<file path="config.mk">
export PLATFORM = sky130hd
export DESIGN_NAME = adder_switch_pipe
export DESIGN_NICKNAME = d
export VERILOG_FILES = /design/src/rtl/adder_switch_pkg.sv /design/src/rtl/pair_select_mux.sv /design/src/rtl/adder_switch_pipe.sv
export SDC_FILE = /design/constraint.sdc
export NUM_CORES = 1
export LEC_CHECK = 0
export CAP_MARGIN = 20
export CORE_ASPECT_RATIO = 2
export CORE_MARGIN = 4
export CORE_UTILIZATION = 45
export CTS_CLUSTER_SIZE = 24
export DETAILED_ROUTE_END_ITERATION = 10
export PLACE_DENSITY = 0.67
export SYNTH_ARGS = -nofsm -noshare
export SYNTH_HDL_FRONTEND = slang
export SYNTH_SLANG_ARGS = --single-unit
</file>
<file path="constraint.sdc">
create_clock -name clk -period 10.5 [get_ports clk]
set_clock_uncertainty 0.2 [all_clocks]
set_input_delay 3.15 -clock clk [delete_from_list [all_inputs] [get_ports clk]]
set_output_delay 3.15 -clock clk [all_outputs]
set_load 0.05 [all_outputs]
</file>
<file path="src/rtl/adder_switch_pkg.sv">
// Shared encodings for the pipelined adder switch:
// commands, accumulator FSM states and lane indices.
package adder_switch_pkg;

  typedef enum logic [2:0] {
    CMD_NOP   = 3'b000,
    CMD_FWD   = 3'b001,
    CMD_ADD   = 3'b010,
    CMD_VNL   = 3'b011,
    CMD_VNR   = 3'b100,
    CMD_VNB   = 3'b101,
    CMD_ACC   = 3'b110,
    CMD_FLUSH = 3'b111
  } cmd_e;

  typedef enum logic {
    ST_IDLE  = 1'b0,
    ST_ACCUM = 1'b1
  } state_e;

  localparam int LANE_L = 1;
  localparam int LANE_R = 0;

endpackage

</file>
<file path="src/rtl/pair_select_mux.sv">
// Picks operands A (left index) and B (right index)
// from the input bus; indices past NUM_IN read as 0.
module pair_select_mux #(
  parameter int DATA_W = 32,
  parameter int NUM_IN = 4,
  parameter int SEL_IN = 2
) (
  input  logic [DATA_W*NUM_IN-1:0] i_data_bus,
  input  logic [2*SEL_IN-1:0]      i_sel,
  output logic [DATA_W-1:0]        o_a,
  output logic [DATA_W-1:0]        o_b
);

  logic [SEL_IN-1:0] w_sel_l;
  logic [SEL_IN-1:0] w_sel_r;

  assign w_sel_l = i_sel[2*SEL_IN-1:SEL_IN];
  assign w_sel_r = i_sel[SEL_IN-1:0];

  // Decode both indices; unmatched index leaves 0
  always_comb begin
    o_a = '0;
    o_b = '0;
    for (int k = 0; k < NUM_IN; k++) begin
      if (w_sel_l == SEL_IN'(k))
        o_a = i_data_bus[k*DATA_W +: DATA_W];
      if (w_sel_r == SEL_IN'(k))
        o_b = i_data_bus[k*DATA_W +: DATA_W];
    end
  end

endmodule

</file>
<file path="src/rtl/adder_switch_pipe.sv">
// Pipelined adder switch: command stage with accumulator
// FSM, followed by a uniform-latency output delay line.
module adder_switch_pipe
  import adder_switch_pkg::*;
#(
  parameter int DATA_W      = 32,
  parameter int NUM_IN      = 4,
  parameter int SEL_IN      = 2,
  parameter int PIPE_STAGES = 2,
  parameter int CNT_W       = 8
) (
  input  logic                     clk,
  input  logic                     rst,
  input  logic                     i_valid,
  input  logic [DATA_W*NUM_IN-1:0] i_data_bus,
  input  logic [2:0]               i_cmd,
  input  logic [2*SEL_IN-1:0]      i_sel,
  input  logic                     i_last,
  output logic [2*DATA_W-1:0]      o_adder,
  output logic [1:0]               o_adder_valid,
  output logic [2*DATA_W-1:0]      o_vn,
  output logic [1:0]               o_vn_valid,
  output logic [CNT_W-1:0]         o_acc_cnt,
  output logic                     o_busy
);

  localparam int PW = 4*DATA_W + 4 + CNT_W + 1;
  localparam int LO = LANE_L*DATA_W;
  localparam int RO = LANE_R*DATA_W;

  logic [DATA_W-1:0] w_a;
  logic [DATA_W-1:0] w_b;
  logic [DATA_W-1:0] w_sum;
  logic [DATA_W-1:0] w_acc_sum;
  logic [CNT_W-1:0]  w_cnt_inc;
  cmd_e              w_cmd;

  state_e            r_state;
  logic [DATA_W-1:0] r_acc;
  logic [CNT_W-1:0]  r_cnt;

  logic [2*DATA_W-1:0] r_adder;
  logic [1:0]          r_av;
  logic [2*DATA_W-1:0] r_vn;
  logic [1:0]          r_vv;
  logic [CNT_W-1:0]    r_acc_cnt;
  logic                r_busy;

  pair_select_mux #(
    .DATA_W (DATA_W),
    .NUM_IN (NUM_IN),
    .SEL_IN (SEL_IN)
  ) u_mux (
    .i_data_bus (i_data_bus),
    .i_sel      (i_sel),
    .o_a        (w_a),
    .o_b        (w_b)
  );

  assign w_cmd     = cmd_e'(i_cmd);
  assign w_sum     = w_a + w_b;
  assign w_acc_sum = r_acc + w_sum;
  assign w_cnt_inc = (r_cnt == '1) ? r_cnt
                   : r_cnt + CNT_W'(1);

  // Stage 1: command results and accumulator FSM
  always_ff @(posedge clk) begin
    if (rst) begin
      r_state   <= ST_IDLE;
      r_acc     <= '0;
      r_cnt     <= '0;
      r_adder   <= '0;
      r_av      <= '0;
      r_vn      <= '0;
      r_vv      <= '0;
      r_acc_cnt <= '0;
      r_busy    <= 1'b0;
    end else begin
      r_av   <= '0;
      r_vv   <= '0;
      r_busy <= (r_state == ST_ACCUM);
      if (i_valid) begin
        unique case (w_cmd)
          CMD_NOP: ;
          CMD_FWD: begin
            r_adder <= {w_a, w_b};
            r_av    <= 2'b11;
          end
          CMD_ADD: begin
            r_adder <= {w_sum, w_sum};
            r_av    <= 2'b11;
          end
          CMD_VNL: begin
            r_vn[LO +: DATA_W]    <= w_a;
            r_vv                  <= 2'b10;
            r_adder[RO +: DATA_W] <= w_b;
            r_av                  <= 2'b01;
          end
          CMD_VNR: begin
            r_vn[RO +: DATA_W]    <= w_b;
            r_vv                  <= 2'b01;
            r_adder[LO +: DATA_W] <= w_a;
            r_av                  <= 2'b10;
          end
          CMD_VNB: begin
            r_vn <= {w_a, w_b};
            r_vv <= 2'b11;
          end
          CMD_ACC: begin
            if (r_state == ST_IDLE) begin
              if (i_last) begin
                r_adder   <= {w_sum, w_sum};
                r_av      <= 2'b11;
                r_acc_cnt <= CNT_W'(1);
              end else begin
                r_acc   <= w_sum;
                r_cnt   <= CNT_W'(1);
                r_state <= ST_ACCUM;
                r_busy  <= 1'b1;
              end
            end else begin
              if (i_last) begin
                r_adder   <= {w_acc_sum, w_acc_sum};
                r_av      <= 2'b11;
                r_acc_cnt <= w_cnt_inc;
                r_acc     <= '0;
                r_cnt     <= '0;
                r_state   <= ST_IDLE;
                r_busy    <= 1'b0;
              end else begin
                r_acc <= w_acc_sum;
                r_cnt <= w_cnt_inc;
              end
            end
          end
          CMD_FLUSH: begin
            r_acc   <= '0;
            r_cnt   <= '0;
            r_state <= ST_IDLE;
            r_busy  <= 1'b0;
          end
        endcase
      end
    end
  end

  logic [PW-1:0] w_stage [PIPE_STAGES];

  assign w_stage[0] = {r_adder, r_av, r_vn,
                       r_vv, r_acc_cnt, r_busy};

  for (genvar g = 1; g < PIPE_STAGES; g++) begin : g_dly
    logic [PW-1:0] r_q;
    // Extra latency stage; reset drops in-flight beats
    always_ff @(posedge clk) begin
      if (rst) r_q <= '0;
      else     r_q <= w_stage[g-1];
    end
    assign w_stage[g] = r_q;
  end

  assign {o_adder, o_adder_valid, o_vn,
          o_vn_valid, o_acc_cnt, o_busy}
         = w_stage[PIPE_STAGES-1];

endmodule

</file>
; Word-level counts from Yosys, hierarchy flattened
; Cells that the tools add are included.
; W data, S select, Z words.
[classes]
add_sub_neg = 3
eq_ne = 16
mux = 30
n_bitwise = 1
n_reduce_logical = 18
[op_table]
columns = cell, count
row1 = $mux W32, 11
row2 = $mux W64, 3
row3 = $pmux W32 S3, 2
row4 = $add A32 B32 Y32, 2
row5 = $pmux W32 S2, 1
row6 = $mux W8, 7
row7 = $pmux W8 S2, 1
row8 = $eq A3 B3 Y1 const B, 4
row9 = $reduce_and A3 Y1, 4
row10 = $reduce_or A2 Y1, 6
row11 = $add A8 B1 Y8 const B, 1
row12 = $eq A2 B2 Y1 const B, 4
row13 = $eq A8 B8 Y1 const B, 1
row14 = $pmux W2 S4, 1
row15 = $eq A3 B2 Y1 const B, 2
row16 = $pmux W2 S3, 1
row17 = $reduce_and A2 Y1, 3
row18 = $reduce_bool A3 Y1, 2
row19 = $eq A2 B1 Y1 const B, 2
row20 = $logic_not A2 Y1, 2
row21 = $eq A3 B1 Y1 const B, 1
row22 = $ne A3 B3 Y1 const B, 1
row23 = $mux W2, 1
row24 = $ne A2 B2 Y1 const B, 1
row25 = other kinds (4), 4
[totals]
regBits = 322
in_bits = 139
out_inout_bits = 141
word_cells = 79

; Depth between registers and ports, before layout
[logic_depth]
ltp_word = 10
depth_mapped = 26
mapped_depth_nobuf = 24

; Hierarchy
; Synthesis repeated with hierarchy kept, for this count alone.
[hier_totals]
cells_unflattened = 1765
hier_area_um2 = 16459.5
[by_module_without_submodules]
columns = mod, n_inst, cells_each, area_each_um2, seq_area_each_um2
row1 = adder_switch_pipe, 1, 1687, 14830.5, 6446.2
row2 = pair_select_mux, 1, 78, 1629.1, 0.0

; Worst setup path after synthesis
; Ideal clock, no wire load.
[synth_path]
path_kind = input to register
start = in i_sel[0]
end = reg r_adder[63]
setup_ns = 0.086
arrival_ns = 8.710
required_time_ns = 10.214
path_slack_ns = 1.504
cell_stages = 24
path_buffers = 2
path_cell_list = clkbuf_1 > buf_1 > mux4_2 > ha_1 > a21o_1 > nand2b_4 > a21o_1 > a31o_1 > a221o_1 > a31oi_4 > o21ai_2 > a311o_1 > and2_2 > ha_1 > a21oi_1 > o21ai_0 > nand3_1 > a21oi_1 > a211o_1 > a41oi_1 > mux2i_1 > xnor2_1 > nand2_1 > a211oi_1
[synth_via]
elab_chain_cells = 10
word_cells_on_any_way = 14
cone_classes = add/sub: 2 / eq/ne: 3 / mux: 8 / reduce/logical: 1
[synth_rtl]
columns = element, line_no
row1 = from (decl), adder_switch_pipe.sv:17  ; input logic [2*SEL_IN-1:0] i_sel,
row2 = $logic_not A2 Y1, pair_select_mux.sv:27  ; if (w_sel_r == SEL_IN'(k))
row3 = $mux W32 (3 in a row), pair_select_mux.sv:27
row4 = $mux W32 (*), pair_select_mux.sv:27
row5 = net u_mux.o_b[14], pair_select_mux.sv:11  ; output logic [DATA_W-1:0] o_b
row6 = $add A32 B32 Y32 (*), adder_switch_pipe.sv:61  ; assign w_sum = w_a + w_b;
row7 = $add A32 B32 Y32, adder_switch_pipe.sv:62  ; assign w_acc_sum = r_acc + w_sum;
row8 = $mux W64, adder_switch_pipe.sv:122  ; if (i_last) begin
row9 = $mux W64, adder_switch_pipe.sv:110  ; if (r_state == ST_IDLE) begin
row10 = $pmux W32 S3 (*), adder_switch_pipe.sv:83  ; unique case (w_cmd)
row11 = to (signal assigned), adder_switch_pipe.sv:86  ; r_adder <= {w_a, w_b};
row12 = to (signal assigned), adder_switch_pipe.sv:112  ; r_adder <= {w_sum, w_sum};
row13 = to (signal assigned), adder_switch_pipe.sv:123  ; r_adder <= {w_acc_sum, w_acc_sum};
row14 = to (decl), adder_switch_pipe.sv:42  ; logic [2*DATA_W-1:0] r_adder;
; Mark *: on every way through the listed nets, which the timed path passes. The rest lies on a longest branch. The select of a mux whose other input is x is not followed.
; A chain may end at the register's enable or synchronous reset.

; Final worst setup path
[layout_path]
start = in i_sel[2]
end = reg r_adder[63]
[layout_via]
elab_chain_cells = 10
word_cells_on_any_way = 14
cone_classes = add/sub: 2 / eq/ne: 3 / mux: 8 / reduce/logical: 1
[layout_rtl]
columns = element, line_no
row1 = $logic_not A2 Y1, pair_select_mux.sv:25  ; if (w_sel_l == SEL_IN'(k))
row2 = $mux W32 (3 in a row), pair_select_mux.sv:25
row3 = $mux W32 (*), pair_select_mux.sv:25
row4 = net u_mux.o_a[12], pair_select_mux.sv:10  ; output logic [DATA_W-1:0] o_a,
row5 = $add A32 B32 Y32 (*), adder_switch_pipe.sv:61
row6 = $add A32 B32 Y32, adder_switch_pipe.sv:62
row7 = $mux W64, adder_switch_pipe.sv:122
row8 = $mux W64, adder_switch_pipe.sv:110
row9 = $pmux W32 S3 (*), adder_switch_pipe.sv:83
; Marked as above.

==> summary.txt <==
Critical path
  • Critical Path RT: 10.80 ns
  • CP Class: in2reg
  • Critical Path AT: 9.19 ns
  • Setup crit end kind: flip-flop
  • Worst setup SP type: input port
  • Crit-path max FO: 17

Final layout
  • Nets: 2194
  • Area Growth Syn to Fin: 26.4%
  • Final core utilization: 0.577
  • Post-layout instance area: 20300 sq um
  • Share of cells above drive strength 1: 0.0942
  • Non-Filler Instances: 2460
  • Most frequent cells in the layout: dfxtp_1, clkdlybuf4s50_1, nand2_1, a21oi_1, nor2b_1
  • Commonest non-fill, non-tap cell in the layout: dfxtp_1

STA
  • Final period util: 0.847
  • Worst slew margin: 0.264
  • Setup TNS: 0 ns
  • Minimum clock period after layout: 8.89 ns
  • Max Clk Rate: 112 MHz
  • Slew @ Worst Pin: 1.10 ns
  • Max Slew Vio Count: 0
  • Final setup fails: 0
  • Worst hold slack: 0.239 ns
  • Setup slack after layout: 1.61 ns
  • Endpoints failing hold: 0
  • Setup repair after global routing missed its margin: false

Power and ir drop
  • Total power draw: 3.66 mW
  • Power Density: 180 nW/um^2
  • Leakage: 7.70 nW
  • VDD IR max: 0.158 mV

Placement
  • Pre-CTS WS: 1.07 ns
  • I/O Buffers: 279
  • Dpl cell area: 19200 sq um
  • Gpl congestion: 0.982
  • Placed insts: 2397
  • Post-DP HPWL: 47000 microns

Global route
  • Wire length of the first global-routing pass: 89300 microns
  • Gr usage total: 0.303
  • Total global routing overflow: 0
  • Number of global-route vias before repair: 14900
  • Largest net degree at the start of global routing: 115
  • Initial antenna violation count: 6

Synth
  • Yosys top cell area share: 0.401
  • Synth cell types: 75
  • EDFF count, synth: 0
  • Fraction of registers with async set/reset: 0
  • Synth Instances: 1755
  • Leading area contributor after synthesis: dfxtp_1
  • Ys flop type: dfxtp_1
  • YS warnings: 0
  • Avg Cell Area, Syn: 9.16 sq um
  • Main combinational cell family by area after synthesis: simple AND/OR/NAND/NOR gates
  • Synth Area in XOR/XNOR: 0.0332
  • Syn nets: 1966
  • Synth Area in Simple Gates: 0.186
  • Mapped Area: 16100 sq um
  • Synth Area in Adders: 0.0570
  • Mux cell area share after synthesis: 0.105
  • Share of the synthesized area in compound gates (AO/OA/AOI/OAI): 0.185
  • Sequential area share after synthesis: 0.401
  • Top cells by area, synth: dfxtp_1, mux4_2, nand2_1, nor2b_1, ha_1
  • Synth Register Bits: 322

CTS
  • Max H-tree Level: 1
  • Clock Root Buffer: clkbuf_16
  • Clk Latency, worst-skew pair: 0.59 ns
  • PostCTS Resize Cnt: 0
  • Clock buffer depth: 3
  • CTS Hold Bufs: 0
  • CTS sink cnt: 322
  • Clock slew at reported path FFs: 0.07 ns
  • CTS tree: built
  • Setup bufs post-CTS: 0
  • CTS Buf Count: 29

Floorplanning
  • Die ar.: 39000 sq um
  • Initial Utilization: 0.457
  • Core ar.: 35200 sq um
  • Std-Cell Rows: 97
  • # IOs: 280
  • Die X-Extent: 142 microns
  • Die extent in y: 275 microns

Worst hold path
  • Hold Crit Class: reg2reg

Drt
  • Average wire per standard cell: 25.0 microns
  • DRT Pass-1 Iters: 5
  • Drt first-iter violations: 990
  • DRT Wirelength: 61500 microns
  • Vias/cell: 5.98
  • Vias: 14700
  • Final ANT Viol Nets: 0
  • DRC Markers: 0

Run
  • Max-cap viol count: 0

Run status
  • Run status: finished clean
area by class of cell:
class / instances / area, sq um
Inverter: 18 / 67.6
Antenna cell: 9 / 22.5
Timing Repair Buffer: 311 / 3030
Sequential cell: 322 / 6450
Clock buffer: 35 / 788
Fill cell: 3206 / 14900
Tap cell: 445 / 557
Clock inverter: 19 / 277
Multi-Input combinational cell: 1301 / 9140
power by group:
| group | internal (mW) | leakage, nW | switching (mW) |
|---|---|---|---|
| logic | 0.435 | 4.55 | 0.722 |
| registers | 1.28 | 2.62 | 0.0239 |
| clock network | 0.674 | 0.521 | 0.523 |
| total | 2.39 | 7.70 | 1.27 |
cells in the mapped netlist (all sizes together) (14+ instances only):
cell type and instances:
a211oi 32, a21o 31, a21oi 156, a221oi 42, a22oi 26, a311oi 14, and3 17, buf 19
clkbuf 95, dfxtp 322, ha 70, inv 18, mux2i 14, mux4 64, nand2 249, nand3 28
nor2 128, nor2b 148, nor3 20, o21a 16, o21ai 54, xnor2 41, xor2 20
state kept, by name, summed over array words and instances (netlist names):
register and count:
r_acc_cnt 8, r_cnt 8, r_vv 2, r_adder 64, r_busy 1, r_vn 64, g_dly.r_q 141, r_av 2
r_acc 32
critical path: stages:
cell and delay (ns):
buf_2 0.43, buf_4 0.43, mux4_2 0.61, ha_1 0.24, nand3_1 0.16, nand2b_4 0.06
a21o_1 0.19, a31o_1 0.23, a221o_1 0.36, a31oi_4 0.32, o21ai_2 0.14, a311o_1 0.42
and2_2 0.25, ha_1 0.37, a21oi_1 0.24, o21ai_0 0.13, nand3_1 0.09, a21oi_1 0.07
a211o_1 0.28, a41oi_1 0.25, mux2i_1 0.26, xnor2_1 0.17, nand2_1 0.10, a211oi_1 0.22
final timing paths:
| kind | slack, ns | cells after the start | startpoint | end |
|---|---|---|---|---|
| hold reg to reg | 0.24 | 1 | r_vv[1] | g_dly[1].r_q[10] |
| setup reg to reg | 6.57 | 12 | r_acc[0] | r_adder[58] |
| hold / removal | 0.24 | 1 | r_vv[1] | g_dly[1].r_q[10] |
| setup / recovery | 1.61 | 24 | i_sel[2] | r_adder[63] |
logic make-up (layout without fill, tap and decap cells):
kind of cell / Yosys count / in the layout
simple gates: 633 / 633
flops: 322 / 322
other cells: 0 / 9
fa+ha+maj: 72 / 72
compound gates: 447 / 447
buf+inv: 132 / 383
mux: 88 / 88
xor+xnor: 61 / 61
metal layers:
layer,GRT usage,up-vias,wire (microns)
met1,0.290,6981,19400
li1,-,6770,-
met2,0.551,680,32000
met3,0.0326,281,2840
met5,0,-,0
met4,0.288,0,7210
No activity file was read; power rests on OpenSTA's default activity.
